[src/rtl/mat_vec_res_reader_pkg.sv]
// Shared constants and types for the result-memory reader.
// Holds the parameter-set size table, the GF lane count and the FSM encoding.
// No logic; imported by the top and the serializer.
package mat_vec_res_reader_pkg;

  // Result vector length in bytes for each parameter set (matches the multiplier rows).
  localparam int RES_SIZE_L1   = 104;
  localparam int RES_SIZE_L2   = 159;
  localparam int RES_SIZE_L3   = 202;
  localparam int RES_SIZE_TEST = 20;

  // Bytes per result-memory word (GF lanes).
  localparam int GF_LANES = 8;

  typedef enum logic [1:0] {
    ST_IDLE   = 2'd0,
    ST_FILL   = 2'd1,
    ST_STREAM = 2'd2,
    ST_DONE   = 2'd3
  } state_e;

endpackage

[src/rtl/mat_vec_res_reader_word_byte_serializer.sv]
// Purpose: shifts one N_GF-byte word out MSB lane first as a valid/ready byte stream.
// Latency: a loaded word presents byte 0 the cycle after i_load.
// Backpressure: o_byte/o_last hold while o_valid & ~i_ready; valid drops only after a transfer.
// Ports: i_load/i_word/i_limit/i_final load a word with its byte limit and final-word flag;
//        o_byte/o_valid/i_ready/o_last form the stream; o_word_end marks transfer of the word's last byte.
module mat_vec_res_reader_word_byte_serializer
  import mat_vec_res_reader_pkg::*;
#(
  parameter int  N_GF      = GF_LANES,
  parameter int  PROC_SIZE = N_GF * 8,
  localparam int BW        = $clog2(N_GF + 1)
) (
  input  logic                 i_clk,
  input  logic                 i_rst_n,
  input  logic                 i_load,
  input  logic [PROC_SIZE-1:0] i_word,
  input  logic [BW-1:0]        i_limit,
  input  logic                 i_final,
  output logic [7:0]           o_byte,
  output logic                 o_valid,
  input  logic                 i_ready,
  output logic                 o_last,
  output logic                 o_word_end
);

  logic [PROC_SIZE-1:0] act_q, act_d;
  logic [BW-1:0]        idx_q, idx_d;
  logic [BW-1:0]        lim_q, lim_d;
  logic                 vld_q, vld_d;
  logic                 fin_q, fin_d;

  logic xfer;
  logic at_end;

  assign xfer   = vld_q & i_ready;
  assign at_end = (idx_q == (lim_q - BW'(1)));

  always_comb begin
    act_d = act_q;
    idx_d = idx_q;
    lim_d = lim_q;
    vld_d = vld_q;
    fin_d = fin_q;
    if (i_load) begin
      // A load may coincide with the final transfer of the previous word,
      // which is how consecutive words join without a bubble.
      act_d = i_word;
      idx_d = '0;
      lim_d = i_limit;
      fin_d = i_final;
      vld_d = 1'b1;
    end else if (xfer && at_end) begin
      // Lanes beyond the limit are never shifted out.
      vld_d = 1'b0;
      idx_d = '0;
    end else if (xfer) begin
      act_d = act_q << 8;
      idx_d = idx_q + BW'(1);
    end
  end

  always_ff @(posedge i_clk or negedge i_rst_n) begin
    if (!i_rst_n) begin
      act_q <= '0;
      idx_q <= '0;
      lim_q <= '0;
      vld_q <= 1'b0;
      fin_q <= 1'b0;
    end else begin
      act_q <= act_d;
      idx_q <= idx_d;
      lim_q <= lim_d;
      vld_q <= vld_d;
      fin_q <= fin_d;
    end
  end

  assign o_byte     = act_q[PROC_SIZE-1 -: 8];
  assign o_valid    = vld_q;
  assign o_last     = vld_q & fin_q & at_end;
  assign o_word_end = xfer & at_end;

endmodule

[src/rtl/mat_vec_res_reader.sv]
// Purpose: drains the GF(256) multiplier result memory after o_done and streams it as bytes.
// Latency: i_start at cycle 0 -> read at cycle 1 -> first byte valid at cycle 3; one-word prefetch hides reads.
// Backpressure: i_ready stalls the stream; prefetch stops once the buffer is full (one read in flight max).
// Ports: i_start kicks off a drain; o_res_addr/o_res_en/i_res drive the result read port (1-cycle latency);
//        o_byte/o_valid/i_ready/o_last form the stream; o_busy spans the drain, o_done pulses at its end.
module mat_vec_res_reader
  import mat_vec_res_reader_pkg::*;
#(
  parameter string PARAMETER_SET = "L3",
  parameter int    N_GF          = GF_LANES,
  parameter int    PROC_SIZE     = N_GF * 8,
  localparam int RES_SIZE_BYTES = (PARAMETER_SET == "L1") ? RES_SIZE_L1 :
                                  (PARAMETER_SET == "L2") ? RES_SIZE_L2 :
                                  (PARAMETER_SET == "L3") ? RES_SIZE_L3 : RES_SIZE_TEST,
  localparam int DEPTH          = (RES_SIZE_BYTES + N_GF - 1) / N_GF,
  localparam int REM_BYTES      = RES_SIZE_BYTES % N_GF,
  localparam int AW             = (DEPTH > 1) ? $clog2(DEPTH) : 1,
  localparam int CW             = $clog2(DEPTH + 1),
  localparam int BW             = $clog2(N_GF + 1)
) (
  input  logic                 i_clk,
  input  logic                 i_rst_n,
  input  logic                 i_start,
  output logic [AW-1:0]        o_res_addr,
  output logic                 o_res_en,
  input  logic [PROC_SIZE-1:0] i_res,
  output logic [7:0]           o_byte,
  output logic                 o_valid,
  input  logic                 i_ready,
  output logic                 o_last,
  output logic                 o_busy,
  output logic                 o_done
);

  state_e               state_q, state_d;
  logic                 res_en_q, res_en_d;
  logic [AW-1:0]        res_addr_q, res_addr_d;
  logic                 rd_vld_q, rd_vld_d;     // i_res carries read data this cycle
  logic [CW-1:0]        rd_cnt_q, rd_cnt_d;     // reads issued so far
  logic [CW-1:0]        ld_cnt_q, ld_cnt_d;     // words handed to the serializer so far
  logic [PROC_SIZE-1:0] buf_q, buf_d;
  logic                 buf_vld_q, buf_vld_d;

  logic                 ser_load;
  logic [PROC_SIZE-1:0] ser_word;
  logic [BW-1:0]        ser_limit;
  logic                 ser_final;
  logic                 ser_valid;
  logic                 ser_last;
  logic                 ser_word_end;

  logic need_word;
  logic have_word;
  logic rd_idle;

  // The serializer wants a word when empty or when its current word finishes this cycle.
  assign need_word = ~ser_valid | ser_word_end;
  assign have_word = buf_vld_q | rd_vld_q;
  assign rd_idle   = ~res_en_q & ~rd_vld_q;

  // Buffered word has priority; otherwise arriving read data bypasses straight in.
  assign ser_word  = buf_vld_q ? buf_q : i_res;
  assign ser_final = (ld_cnt_q == CW'(DEPTH - 1));
  assign ser_limit = (ser_final && (REM_BYTES != 0)) ? BW'(REM_BYTES) : BW'(N_GF);

  always_comb begin
    state_d    = state_q;
    res_en_d   = 1'b0;
    res_addr_d = res_addr_q;
    rd_vld_d   = res_en_q;
    rd_cnt_d   = rd_cnt_q;
    ld_cnt_d   = ld_cnt_q;
    buf_d      = buf_q;
    buf_vld_d  = buf_vld_q;
    ser_load   = 1'b0;

    case (state_q)
      ST_IDLE: begin
        if (i_start) begin
          state_d    = ST_FILL;
          res_en_d   = 1'b1;
          res_addr_d = '0;
          rd_cnt_d   = CW'(1);
          ld_cnt_d   = '0;
          buf_vld_d  = 1'b0;
        end
      end

      ST_FILL: begin
        if (rd_vld_q) begin
          ser_load = 1'b1;
          ld_cnt_d = ld_cnt_q + CW'(1);
          state_d  = ST_STREAM;
        end
      end

      ST_STREAM: begin
        ser_load = need_word & have_word;
        if (ser_load) begin
          ld_cnt_d = ld_cnt_q + CW'(1);
        end
        if (ser_load && buf_vld_q) begin
          buf_vld_d = 1'b0;
        end
        // Park arriving data unless it was consumed directly by the bypass.
        if (rd_vld_q && !(ser_load && !buf_vld_q)) begin
          buf_d     = i_res;
          buf_vld_d = 1'b1;
        end
        // Prefetch only into an empty buffer with nothing outstanding.
        if (!buf_vld_q && rd_idle && (rd_cnt_q < CW'(DEPTH))) begin
          res_en_d   = 1'b1;
          res_addr_d = rd_cnt_q[AW-1:0];
          rd_cnt_d   = rd_cnt_q + CW'(1);
        end
        if (ser_last && i_ready) begin
          state_d = ST_DONE;
        end
      end

      ST_DONE: begin
        state_d = ST_IDLE;
      end

      default: begin
        state_d = ST_IDLE;
      end
    endcase
  end

  always_ff @(posedge i_clk or negedge i_rst_n) begin
    if (!i_rst_n) begin
      state_q    <= ST_IDLE;
      res_en_q   <= 1'b0;
      res_addr_q <= '0;
      rd_vld_q   <= 1'b0;
      rd_cnt_q   <= '0;
      ld_cnt_q   <= '0;
      buf_q      <= '0;
      buf_vld_q  <= 1'b0;
    end else begin
      state_q    <= state_d;
      res_en_q   <= res_en_d;
      res_addr_q <= res_addr_d;
      rd_vld_q   <= rd_vld_d;
      rd_cnt_q   <= rd_cnt_d;
      ld_cnt_q   <= ld_cnt_d;
      buf_q      <= buf_d;
      buf_vld_q  <= buf_vld_d;
    end
  end

  mat_vec_res_reader_word_byte_serializer #(
    .N_GF      (N_GF),
    .PROC_SIZE (PROC_SIZE)
  ) u_ser (
    .i_clk      (i_clk),
    .i_rst_n    (i_rst_n),
    .i_load     (ser_load),
    .i_word     (ser_word),
    .i_limit    (ser_limit),
    .i_final    (ser_final),
    .o_byte     (o_byte),
    .o_valid    (ser_valid),
    .i_ready    (i_ready),
    .o_last     (ser_last),
    .o_word_end (ser_word_end)
  );

  assign o_valid    = ser_valid;
  assign o_last     = ser_last;
  assign o_res_en   = res_en_q;
  assign o_res_addr = res_addr_q;
  assign o_busy     = (state_q == ST_FILL) || (state_q == ST_STREAM);
  assign o_done     = (state_q == ST_DONE);

endmodule

[config.mk]
export PLATFORM = sky130hd
export DESIGN_NAME = mat_vec_res_reader
export DESIGN_NICKNAME = d
export VERILOG_FILES = /design/src/rtl/mat_vec_res_reader_pkg.sv /design/src/rtl/mat_vec_res_reader_word_byte_serializer.sv /design/src/rtl/mat_vec_res_reader.sv
export SDC_FILE = /design/constraint.sdc
export NUM_CORES = 1
export LEC_CHECK = 0
export ABC_CLOCK_PERIOD_IN_PS = 3700
export BUFFER_PORTS_ARGS = -buffer_cell sky130_fd_sc_hd__buf_4
export CORE_MARGIN = 1
export CORE_UTILIZATION = 40
export DETAILED_ROUTE_END_ITERATION = 7
export GPL_ROUTABILITY_DRIVEN = 0
export GPL_TIMING_DRIVEN = 0
export HOLD_SLACK_MARGIN = 0.1
export PLACE_DENSITY_LB_ADDON = 0.15
export SLEW_MARGIN = 20
export SYNTH_ARGS = -nofsm -noshare
export SYNTH_HDL_FRONTEND = slang
export SYNTH_HIERARCHICAL = 1
export SYNTH_SLANG_ARGS = --single-unit
export TNS_END_PERCENT = 30
[constraint.sdc]
create_clock -name i_clk -period 3.7 [get_ports i_clk]
set_input_delay 0.37 -clock i_clk [delete_from_list [all_inputs] [get_ports i_clk]]
set_output_delay 0.37 -clock i_clk [all_outputs]
set_load 0.02 [all_outputs]
# After elaboration in Yosys (flattened, before gate mapping)
# Cells that the tools add are included.
# op_classes
n_bitwise	11
muxes	32
add_sub_neg	4
order_cmp	1
reduce_logical	22
n_eq_ne	12
# ops
op	n
64-bit two-way mux	4
5-bit two-way mux	6
5-bit one-hot mux with 2 select lines	2
4-bit two-way mux	4
5-bit one-hot mux with 3 select lines	1
2-bit != test, second input constant	6
5-bit by 1-bit adder with 5-bit output, second input constant	2
3-bit AND reduction	3
1-bit two-way mux	8
2-bit one-hot mux with 4 select lines	1
1-bit logical AND	7
1-bit bitwise AND	6
2-bit two-way mux	3
1-bit one-hot mux with 2 select lines	3
2-bit nonzero test	3
3-bit nonzero test	2
5-bit == test, second input constant	1
5-bit less-than comparator, second input constant	1
4-bit by 1-bit adder with 4-bit output, second input constant	1
2-bit == test, second input constant	2
4-bit == test	1
2-bit AND reduction	2
4-bit AND reduction	1
4-bit by 1-bit subtractor with 4-bit output, second input constant	1
other kinds (7)	11
# totals
in_bits	68
regBits	158

# Logic depth before layout (Yosys ltp)
# Gate-level depths: netlist (run 1).
# depth
ltp_word	10
depth_mapped	14
ltp_nobuf	11

# Hierarchy
# The synthesis (run 1) kept the hierarchy.
# modules_own_cells
mod	cells_per_inst	n_inst	area_per_inst_um2
mat_vec_res_reader_word_byte_serializer	535	1	4655.7
mat_vec_res_reader	331	1	4306.6

# Worst setup path before layout (run 1)
# No wires, ideal clock.
# synth_path
path_type	reg2reg
start	reg u_ser.lim_q[0]
end	reg u_ser.act_q[13]
setup_time_ns	0.138
required_ns	3.562
n_path_buf	4
setup_slack_ns	0.643
synth_period_minus_slack_ns	3.057
path_stages_with_launch	14
arrival_time_ns	2.919
path_cell_list	dfrtp_1 > inv_1 > ha_1 > xnor3_1 > nand3_1 > nor3_1 > and2b_1 > o31ai_1 > and2_1 > clkbuf_1 > buf_2 > clkbuf_1 > clkbuf_1 > o211ai_1
# synth_via
elab_chain_cells	8
elab_cells_between_ends	11
cone_classes	add/sub: 1; eq/ne: 2; mux: 2; bitwise: 3; reduce/logical: 3
# synth_rtl
item	line	source
from (decl)	mat_vec_res_reader_word_byte_serializer.sv:28	logic [BW-1:0] lim_q, lim_d;
from (signal assigned)	mat_vec_res_reader_word_byte_serializer.sv:72	lim_q <= lim_d;
4-bit by 1-bit subtractor with 4-bit output (*)	mat_vec_res_reader_word_byte_serializer.sv:36	assign at_end = (idx_q == (lim_q - BW'(1)));
4-bit == test (*)	mat_vec_res_reader_word_byte_serializer.sv:36	
1-bit bitwise AND (*)	mat_vec_res_reader_word_byte_serializer.sv:81	assign o_word_end = xfer & at_end;
named net ser_word_end	mat_vec_res_reader.sv:50	logic ser_word_end;
1-bit bitwise OR (*)	mat_vec_res_reader.sv:57	assign need_word = ~ser_valid | ser_word_end;
1-bit bitwise AND (*)	mat_vec_res_reader.sv:98	ser_load = need_word & have_word;
1-bit one-hot mux with 2 select lines (*)	mat_vec_res_reader.sv:77	case (state_q)
named net ser_load	mat_vec_res_reader.sv:44	logic ser_load;
2-bit != test (no source line) / 2-bit nonzero test (equally long branches)	--	
2-bit AND reduction (no source line)	--	
to (signal assigned)	mat_vec_res_reader_word_byte_serializer.sv:70	act_q <= act_d;
to (decl)	mat_vec_res_reader_word_byte_serializer.sv:26	logic [PROC_SIZE-1:0] act_q, act_d;
# The timed path passes the listed nets; every way through them passes the cells marked *.
# A chain may end at the register's enable or synchronous reset.

# Worst setup path in the final report (run 1)
# layout_path
start	reg u_ser.lim_q[0]
end	reg u_ser.act_q[29]
# Same word-level chain as after synthesis.

==> flow_metrics.py, run 1 <==
metrics = {
    "setup_path": {
        "crit_path_start_kind": "register",
        "path_class": "register to register",
        "path_cells": "inv_1 -> ha_1 -> xnor3_1 -> nand3_2 -> nor3_2 -> and2b_1 -> o31ai_1 -> and2_2 -> buf_2 -> clkbuf_4 -> clkbuf_2 -> o211ai_1",
        "crit_slowest_cell": "dfrtp_1",
        "crit_family": "simple AND/OR/NAND/NOR gates",
        "end_kind": "register",
        "cp.buffers_inverters": 4,
        "critical_path.max_stage_delay_ns": 0.40,
        "worst-path-max-fanout": 10,
        "crit_arrival_ns": 3.70,
        "required_ns": 4.00,
    },
    "sta": {
        "slew_headroom_pct": 46.7,
        "timing.final.max_slew_violations": 0,
        "hold_viol_final": 0,
        "clock.fmax_ghz": 0.294,
        "setup_ws_ns": 0.299,
        "fin_setup_tns_ns": 0,
        "setup_viol": 0,
        "period_minus_slack_ns": 3.40,
        "worstMarginPinSlew_ns": 0.798,
        "finalClockSkew_ns": 0.0105,
        "rsz0062_at_grt": "false",
        "fin_crit_sh_pct": 91.9,
    },
    "power": {
        "p_comb_share_pct": 47.1,
        "ir_drop_v": 0.000513,
        "switchingPower_mw": 3.75,
        "power.total_mw": 9.42,
        "power_leakage_nw": 4.45,
        "seqPwrFrac_pct": 31.2,
        "p_per_area_nw_per_um2": 880,
        "clkPwrFrac_pct": 21.7,
        "switching_share_pct": 39.8,
        "intPower_mw": 5.68,
    },
    "place": {
        "io_buffers": 85,
        "dp_hpwl_um": 15600,
        "place_ws_ns": -0.714,
    },
    "route": {
        "route.detailed.drc": 0,
        "num_vias": 6902,
        "wl_per_cell_um": 17.6,
        "first_pass_iters": 5,
        "drt_iter0_markers": 399,
        "routed_wl_um": 22300,
        "via_per_inst": 5.46,
        "ant_nets": 0,
    },
    "grt": {
        "grt-ovfl-total": 0,
        "grt_pass1_vias": 6957,
        "grt_pass1_wl_um": 36400,
        "grt_max_degree": 82,
        "grtUsageTotal_pct": 20.6,
        "antenna_found_initial": 0,
    },
    "final_layout": {
        "layout_commonest_cell": "dfrtp_1",
        "antennaDiodeCount": 0,
        "final_cell_mix": "158 x dfrtp_1, 99 x buf_4, 83 x nand2_1",
        "postLayoutCoreUtil_pct": 48.9,
        "fin_nets": 1049,
        "drive_gt1_share_pct": 23.8,
        "area_delta_synth_final_pct": 19.4,
    },
    "yosys": {
        "seq_area_frac_synth_pct": 44.1,
        "yosysTopAreaCell": "dfrtp_1",
        "synthXorXnorAreaFrac_pct": 0.907,
        "synth_edf_count": 0,
        "synth-simple-area-share_pct": 16.0,
        "ys_types": 51,
        "syn_area_um2": 8960,
        "synth_adder_area_share_pct": 1.26,
        "syn_area_per_cell_um2": 10.3,
        "synthFlopType": "dfrtp_1",
        "synth_top_family_by_area": "multiplexers",
        "synth_cells": 866,
        "ys_ff_latch": 158,
        "ys_async_sr_fraction_pct": 100,
        "synth_area_leaders": "dfrtp_1 44%, mux2_1 9.5%, mux2_2 7.2%",
        "yosys.area.top_type_share_pct": 44.1,
        "yosys_warnings": 6,
        "synth_compound_area_share_pct": 15.3,
        "synthMuxAreaShare_pct": 16.8,
    },
    "clock_network": {
        "clk_path_buf_depth": 2,
        "clkLatencyLatePin_ns": 0.43,
        "clkSlewWorstSetupHoldPaths_ns": 0.06,
        "cts_made_buffers": 17,
        "cts.sinks": 158,
        "h-tree-depth": 4,
        "cts_tree": "built",
        "ctsRootBufferMaster": "clkbuf_16",
    },
    "worst_hold_path": {
        "worstHoldPathType": "input port to register",
    },
    "die": {
        "num_rows": 54,
        "io_pins": 86,
        "dieArea_um2": 23000,
        "core_region_area_um2": 21900,
        "die_w_um": 152,
        "die_h_um": 152,
        "initial_core_util_pct": 40.9,
    },
    "run_status": {
        "outcome": "complete, no violations",
    },
    "run": {
        "drv_cap": 0,
    },
}
[Yosys cell counts, drive strengths merged, types with 2 or more instances]
cell type  number
a32o            2
nor3            7
a21oi           5
nor4            2
a211o           8
o211ai         59
xor2            3
nand4           6
a21o            2
nand2b         13
nand2          83
dfrtp         158
ha              9
o311a           2
o31ai           2
buf            38
nand3          22
nor3b          49
a31oi          59
nor2            7
xnor2           2
mux2          133
o21ai          65
nand4b          3
and2           59
inv             8
clkbuf         47
[power groups by stage]
stage	Sequential [mW]	Clock (mW)	Combinational, mW
final	2.94	2.05	4.44
after CTS	2.93	2.09	4.44
after global routing	3.04	2.16	4.91
after detailed placement	2.96	0	4.41
after global placement	2.93	0	4.35
after floorplan	2.85	0	3.27
[per-stage QoR]
stage,cells,instance area [um2],hold WS [ns]
after floorplan,867,8970,0.0744
after global placement,1232,9950,0.467
after detailed placement,1233,9990,0.408
after CTS,1264,10700,0.145
after global routing,1264,10700,0.148
final,1264,10700,0.158
[cell type report]
type,count,area (um2)
plain buffers,84,482
clock buffers,20,437
clock inverters,11,239
fillers,2094,11200
inverters,8,30.0
multi-input cells,616,4530
flip-flops and latches,158,3950
well taps,280,350
repair buffers,87,683
[flip-flops by register name (all words and copies together), names as in the netlist]
name,count
buf_q,64
buf_vld_q,1
rd_cnt_q,5
o_res_en,1
o_res_addr,5
rd_vld_q,1
u_ser/fin_q,1
state_q,2
u_ser/lim_q,4
u_ser/o_valid,1
u_ser/act_q,64
u_ser/idx_q,4
ld_cnt_q,5
[per-layer routing]
metal	vias up	GRT usage, %	routed length, um
met1	3400	28.5	10800
met4	0	5.54	247
met2	110	33.3	10600
met3	20	3.29	678
li1	3372	-	-
met5	-	0	0
[worst paths after layout]
path,startpoint,to,slack [ns],cells after the start
max,u_ser/lim_q[0]$_DFFE_PN0P_,u_ser/act_q[29]$_DFFE_PN0P_,0.30,12
min,i_res[35],buf_q[35]$_DFFE_PN0P_,0.16,2
max reg2reg,u_ser/lim_q[0]$_DFFE_PN0P_,u_ser/act_q[29]$_DFFE_PN0P_,0.30,12
min reg2reg,buf_q[29]$_DFFE_PN0P_,buf_q[29]$_DFFE_PN0P_,0.49,1
max in group asynchronous,i_rst_n,buf_q[3]$_DFFE_PN0P_,2.39,3
min in group asynchronous,i_rst_n,buf_q[41]$_DFFE_PN0P_,0.51,2
[kinds of logic after synthesis]
family	count (synthesis)
multiplexers	134
other	1
buffers and inverters	93
adder cells (fa/ha/maj)	9
XOR/XNOR	6
flip-flops	158
AO/OA/AOI/OAI	210
AND/OR/NAND/NOR	255
[repair_timing]
| action | CTS | global route |
|---|---|---|
| buffers inserted | 0 | 0 |
| setup endpoints to repair | 74 | 73 |
| hold buffers | 1 | 0 |
| gates resized for setup | 12 | 11 |
| endpoints found under the hold margin | 77 | 0 |
No activity file was read; power rests on OpenSTA's default activity.
==> run 2: changes to the inputs <==
--- a/config.mk
+++ b/config.mk
@@ -8,7 +8,8 @@
 export ABC_CLOCK_PERIOD_IN_PS = 3700
 export BUFFER_PORTS_ARGS = -buffer_cell sky130_fd_sc_hd__buf_4
 export CORE_MARGIN = 1
-export CORE_UTILIZATION = 40
+export CORE_UTILIZATION = 30
+export CTS_BUF_LIST = sky130_fd_sc_hd__clkbuf_16
 export DETAILED_ROUTE_END_ITERATION = 7
 export GPL_ROUTABILITY_DRIVEN = 0
 export GPL_TIMING_DRIVEN = 0
==> run 2 against run 1 <==
Compared with the run above:
- hold slack worse by 0.014 ns
- register-to-register slack got worse by 0.04 ns
- via count is 0.12% lower
- clock skew rose by 0.0039 ns
- critical path depth increased by 1
- first-iteration DRC count is 4.5% lower
- largest power group unchanged
- sequential power hardly changed
- total power decreased by 0.69%
- cell area up 0.75%
- flip-flop and latch count did not move
- largest cell class unchanged
- core utilization fell by 12 points
- non-clock buffer count unchanged
==> flow_metrics.py, run 2 (same netlist as run 1, synthesis figures left out) <==
metrics = {
    "route": {
        "drt_iter0_markers": 381,
        "route.detailed.drc": 0,
        "num_vias": 6894,
        "first_pass_iters": 4,
        "via_per_inst": 5.04,
        "ant_nets": 0,
        "wl_per_cell_um": 17.8,
        "routed_wl_um": 24400,
    },
    "setup_path": {
        "crit_slowest_cell": "dfrtp_1",
        "path_cells": "inv_1 -> ha_1 -> xnor3_1 -> nand3_2 -> nor3_2 -> and2b_1 -> o31ai_1 -> and2_2 -> clkbuf_4 -> clkbuf_4 -> buf_2 -> nand2_1 -> o211ai_1",
        "crit_path_start_kind": "register",
        "path_class": "register to register",
        "end_kind": "register",
        "required_ns": 4.05,
        "worst-path-max-fanout": 10,
        "critical_path.max_stage_delay_ns": 0.41,
        "crit_top_cell": "clkbuf_4",
        "crit_family": "simple AND/OR/NAND/NOR gates",
        "cp.buffers_inverters": 4,
        "crit_arrival_ns": 3.79,
    },
    "power": {
        "ir_drop_v": 0.000400,
        "switching_share_pct": 41.9,
        "seqPwrFrac_pct": 31.5,
        "power.total_mw": 9.36,
        "switchingPower_mw": 3.92,
        "clkPwrFrac_pct": 20.4,
        "power_leakage_nw": 4.43,
        "p_comb_share_pct": 48.2,
        "p_per_area_nw_per_um2": 868,
        "intPower_mw": 5.43,
    },
    "place": {
        "dp.cells": 1337,
        "io_buffers": 85,
        "dp_hpwl_um": 17100,
        "postPlaceCellArea_um2": 10100,
    },
    "grt": {
        "grtUsageTotal_pct": 16.8,
        "grt_pass1_wl_um": 40000,
        "grt_max_degree": 85,
        "grt-ovfl-total": 0,
        "grt_pass1_vias": 7142,
        "antenna_found_initial": 0,
    },
    "final_layout": {
        "antennaDiodeCount": 0,
        "final_cell_count_no_fill": 1369,
        "final_cell_mix": "158 x dfrtp_1, 99 x buf_4, 83 x nand2_1",
        "final_cell_area_um2": 10800,
        "postLayoutCoreUtil_pct": 37.2,
        "fin_nets": 1049,
        "area_delta_synth_final_pct": 20.3,
        "layout_commonest_cell": "dfrtp_1",
        "top_regs": "buf_q (64), u_ser/act_q (64)",
        "fillers": 2988,
        "drive_gt1_share_pct": 24.2,
    },
    "clock_network": {
        "clkSlewWorstSetupHoldPaths_ns": 0.08,
        "cts_tree": "built",
        "h-tree-depth": 4,
        "cts_made_buffers": 17,
        "postCtsSetupBuffers": 0,
        "clk_path_buf_depth": 2,
        "clkLatencyLatePin_ns": 0.44,
        "ctsRootBufferMaster": "clkbuf_16",
        "cts.sinks": 158,
    },
    "run": {
        "drv_cap": 0,
    },
    "sta": {
        "timing.final.max_slew_violations": 0,
        "worstMarginPinSlew_ns": 0.829,
        "finalClockSkew_ns": 0.0144,
        "fin_setup_tns_ns": 0,
        "period_minus_slack_ns": 3.44,
        "hold_viol_final": 0,
        "setup_viol": 0,
        "slew_headroom_pct": 44.5,
        "fin_crit_sh_pct": 93.0,
        "clock.fmax_ghz": 0.291,
    },
    "die": {
        "dieArea_um2": 30600,
        "num_rows": 62,
        "die_w_um": 175,
        "die_h_um": 175,
        "core_region_area_um2": 29000,
        "initial_core_util_pct": 30.9,
        "io_pins": 86,
    },
    "worst_hold_path": {
        "worstHoldPathType": "input port to register",
    },
    "run_status": {
        "outcome": "complete, no violations",
    },
}
## run 2: worst register-to-register path: stages (launching register included)
cell and delay, ns:
dfrtp_1 0.41, inv_1 0.08, ha_1 0.21, xnor3_1 0.33, nand3_2 0.20, nor3_2 0.27, and2b_1 0.29, o31ai_1 0.21
and2_2 0.31, clkbuf_4 0.26, clkbuf_4 0.26, buf_2 0.28, nand2_1 0.14, o211ai_1 0.10
## run 2: final cells by class
class	count	area [um2]	share of cell area, %
Inverter	8	30.0	0.278
Buffer	84	484	4.49
Sequential cell	158	3950	36.7
Multi-Input combinational cell	616	4530	42.0
Tap cell	384	480	4.46
Clock buffer	17	425	3.94
Clock inverter	15	198	1.83
Timing Repair Buffer	87	683	6.33
## run 2: power by group through the flow
stage          registers [mW]  clock network (mW)  logic (mW)
2_1_floorplan            2.85                   0        3.27
3_3_place_gp             2.95                   0        4.45
4_1_cts                  2.94                1.96        4.51
3_5_place_dp             2.98                   0        4.47
6_report                 2.94                1.91        4.51
5_1_grt                  3.05                2.02        5.00
## run 2: timing repair
| item | CTS | global route |
|---|---|---|
| resized for setup | 14 | 14 |
| hold endpoints to repair | 74 | 0 |
| setup endpoints to repair | 74 | 73 |
| hold buffers | 1 | 0 |
## run 2: through the flow
stage | setup slack (ns) | hold slack, ns
2_1_floorplan | 0.643 | 0.0744
3_3_place_gp | -0.827 | 0.467
3_5_place_dp | -0.828 | 0.407
4_1_cts | 0.0481 | 0.127
5_1_grt | -0.0150 | 0.134
6_report | 0.259 | 0.144
## run 2: final timing paths
path | start | end | slack (ns) | cells past startpoint
max | u_ser/lim_q[0]$_DFFE_PN0P_ | u_ser/act_q[12]$_DFFE_PN0P_ | 0.26 | 13
min | i_res[24] | buf_q[24]$_DFFE_PN0P_ | 0.14 | 2
max reg2reg | u_ser/lim_q[0]$_DFFE_PN0P_ | u_ser/act_q[12]$_DFFE_PN0P_ | 0.26 | 13
min reg2reg | buf_q[57]$_DFFE_PN0P_ | buf_q[57]$_DFFE_PN0P_ | 0.49 | 1
max in group asynchronous | i_rst_n | u_ser/lim_q[3]$_DFFE_PN0P_ | 2.34 | 3
min in group asynchronous | i_rst_n | buf_q[42]$_DFFE_PN0P_ | 0.50 | 2
## run 2: routing by layer
metal	track usage [%]	wire length [um]	up-vias
met1	23.4	11900	3406
met3	3.02	872	10
met5	0	0	-
li1	-	-	3365
met4	3.66	169	0
met2	26.9	11500	113
==> run 3: changes to the inputs <==
--- a/config.mk
+++ b/config.mk
@@ -7,8 +7,7 @@
 export LEC_CHECK = 0
 export ABC_CLOCK_PERIOD_IN_PS = 3700
 export BUFFER_PORTS_ARGS = -buffer_cell sky130_fd_sc_hd__buf_4
-export CORE_MARGIN = 1
-export CORE_UTILIZATION = 30
+export CORE_UTILIZATION = 60
 export CTS_BUF_LIST = sky130_fd_sc_hd__clkbuf_16
 export DETAILED_ROUTE_END_ITERATION = 7
 export GPL_ROUTABILITY_DRIVEN = 0
==> run 3 against run 2 <==
Compared with the run above:
- fmax fell by 0.97%
- core utilization rose by 35 points
- non-clock buffer count unchanged
- total power shrank 0.76%
- clock power is essentially flat
- flip-flop and latch count did not move
- final cell count is 15% lower
- critical endpoint is now u_ser/act_q[30]$_DFFE_PN0P_
- global-route usage up 12 points
- cell area decreased by 2.2%
- via count grew 1.7%
- largest power group unchanged
- sequential power barely moved
- largest cell class unchanged
==> flow_metrics.py, run 3 (same netlist as run 1, synthesis figures left out) <==
metrics = {
    "run_status": {
        "outcome": "complete, no violations",
    },
    "sta": {
        "fin_crit_sh_pct": 93.9,
        "setup_viol": 0,
        "period_minus_slack_ns": 3.48,
        "rsz0062_at_grt": "false",
        "fin_setup_tns_ns": 0,
        "hold_ws_ns": 0.156,
        "finalClockSkew_ns": 0.0152,
        "clock.fmax_ghz": 0.288,
        "timing.final.max_slew_violations": 0,
        "setup_ws_ns": 0.225,
        "worstMarginPinSlew_ns": 0.888,
        "slew_headroom_pct": 40.6,
        "hold_viol_final": 0,
    },
    "clock_network": {
        "cts_tree": "built",
        "postCtsSetupBuffers": 0,
        "clkSlewWorstSetupHoldPaths_ns": 0.06,
        "clkLatencyLatePin_ns": 0.43,
        "cts.sinks": 158,
        "h-tree-depth": 4,
        "ctsRootBufferMaster": "clkbuf_16",
        "cts_made_buffers": 17,
        "clk_path_buf_depth": 2,
    },
    "power": {
        "p_per_area_nw_per_um2": 881,
        "ir_drop_v": 0.000454,
        "power_leakage_nw": 4.43,
    },
    "setup_path": {
        "crit_slowest_cell": "dfrtp_1",
        "end_kind": "register",
        "cp.buffers_inverters": 4,
        "required_ns": 4.03,
        "r2r_slack_ns": 0.22,
        "r2r_end": "u_ser/act_q[30]$_DFFE_PN0P_",
        "path_class": "register to register",
        "path_cells": "inv_1 -> ha_1 -> xor2_1 -> nand3_2 -> nor3_2 -> and2b_1 -> o31ai_1 -> and2_2 -> buf_2 -> clkbuf_4 -> clkbuf_2 -> nand2_1 -> o211ai_1",
        "r2r_cells": 13,
        "worst-path-max-fanout": 10,
        "crit_family": "simple AND/OR/NAND/NOR gates",
        "crit_path_start_kind": "register",
        "critical_path.max_stage_delay_ns": 0.40,
        "crit_arrival_ns": 3.81,
        "rr_startpoint": "u_ser/lim_q[0]$_DFFE_PN0P_",
    },
    "die": {
        "num_rows": 44,
        "die_w_um": 124,
        "die_h_um": 124,
        "core_region_area_um2": 14500,
        "initial_core_util_pct": 61.7,
        "io_pins": 86,
        "dieArea_um2": 15400,
    },
    "grt": {
        "antenna_found_initial": 0,
        "grtUsageTotal_pct": 28.3,
        "grt-ovfl-total": 0,
        "grt_max_degree": 94,
        "grt_pass1_wl_um": 35100,
        "grt_pass1_vias": 6990,
    },
    "route": {
        "routed_wl_um": 21100,
        "via_per_inst": 6.00,
        "route.detailed.drc": 0,
        "first_pass_iters": 6,
        "drt_iter0_markers": 626,
        "ant_nets": 0,
        "wl_per_cell_um": 18.0,
        "num_vias": 7012,
    },
    "worst_hold_path": {
        "worstHoldPathType": "input port to register",
        "min_from": "i_res[61]",
        "min_to": "buf_q[61]$_DFFE_PN0P_",
        "hold_depth": 2,
    },
    "final_layout": {
        "final_cell_mix": "158 x dfrtp_1, 99 x buf_4, 83 x nand2_1",
        "area_delta_synth_final_pct": 17.7,
        "antennaDiodeCount": 0,
        "top_regs": "buf_q (64), u_ser/act_q (64)",
        "layout_commonest_cell": "dfrtp_1",
        "drive_gt1_share_pct": 24.1,
        "fin_nets": 1049,
    },
    "place": {
        "io_buffers": 85,
        "dp_hpwl_um": 14400,
        "place_ws_ns": -0.560,
    },
    "run": {
        "drv_cap": 0,
    },
}
-- run 3: through the flow --
step	area, um2	total power, mW	util (%)	cells
2_1_floorplan	8970	6.12	-	867
3_3_place_gp	9830	7.17	67.7	1136
3_5_place_dp	9870	7.31	67.9	1137
4_1_cts	10500	9.27	72.5	1170
5_1_grt	10500	9.90	72.6	1169
6_report	10500	9.29	72.6	1169
-- run 3: cell type report --
| cell class | instances | area [um2] |
|---|---|---|
| Inverter | 8 | 30.0 |
| Multi-Input combinational cell | 616 | 4530 |
| Clock inverter | 15 | 211 |
| Clock buffer | 17 | 425 |
| Timing Repair Buffer | 87 | 683 |
| Buffer | 84 | 482 |
| Sequential cell | 158 | 3950 |
| Tap cell | 184 | 230 |
| Fill cell | 1092 | 3990 |
-- run 3: worst max-delay path by stage --
stage | to | start | cells after the start
global route | u_ser/act_q[30]$_DFFE_PN0P_ | u_ser/lim_q[0]$_DFFE_PN0P_ | 13
finish | u_ser/act_q[30]$_DFFE_PN0P_ | u_ser/lim_q[0]$_DFFE_PN0P_ | 13
detailed placement | u_ser/act_q[30]$_DFFE_PN0P_ | u_ser/lim_q[0]$_DFFE_PN0P_ | 14
global placement | u_ser/act_q[8]$_DFFE_PN0P_ | u_ser/lim_q[0]$_DFFE_PN0P_ | 14
CTS | u_ser/act_q[19]$_DFFE_PN0P_ | u_ser/lim_q[0]$_DFFE_PN0P_ | 14
floorplan | u_ser/act_q[13]$_DFFE_PN0P_ | u_ser/lim_q[0]$_DFFE_PN0P_ | 13
-- run 3: what timing repair did --
item	in CTS	in global routing
resized for setup	14	9
hold buffers	1	0
gates cloned	0	0
endpoints found under the setup margin	73	74
hold endpoints to repair	65	0
-- run 3: power breakdown --
part,internal [mW],total (mW),switching (mW)
Clock,1.14,1.90,0.753
Sequential,2.50,2.96,0.463
Combinational,1.85,4.43,2.58
Total,5.49,9.29,3.80
-- run 3: per-layer routing --
| metal | share of wire (%) | global-route usage (%) |
|---|---|---|
| met2 | 48 | 45.6 |
| met4 | 2.1 | 9.57 |
| met5 | 0 | 0 |
| met1 | 46 | 38.7 |
| met3 | 4.6 | 5.04 |
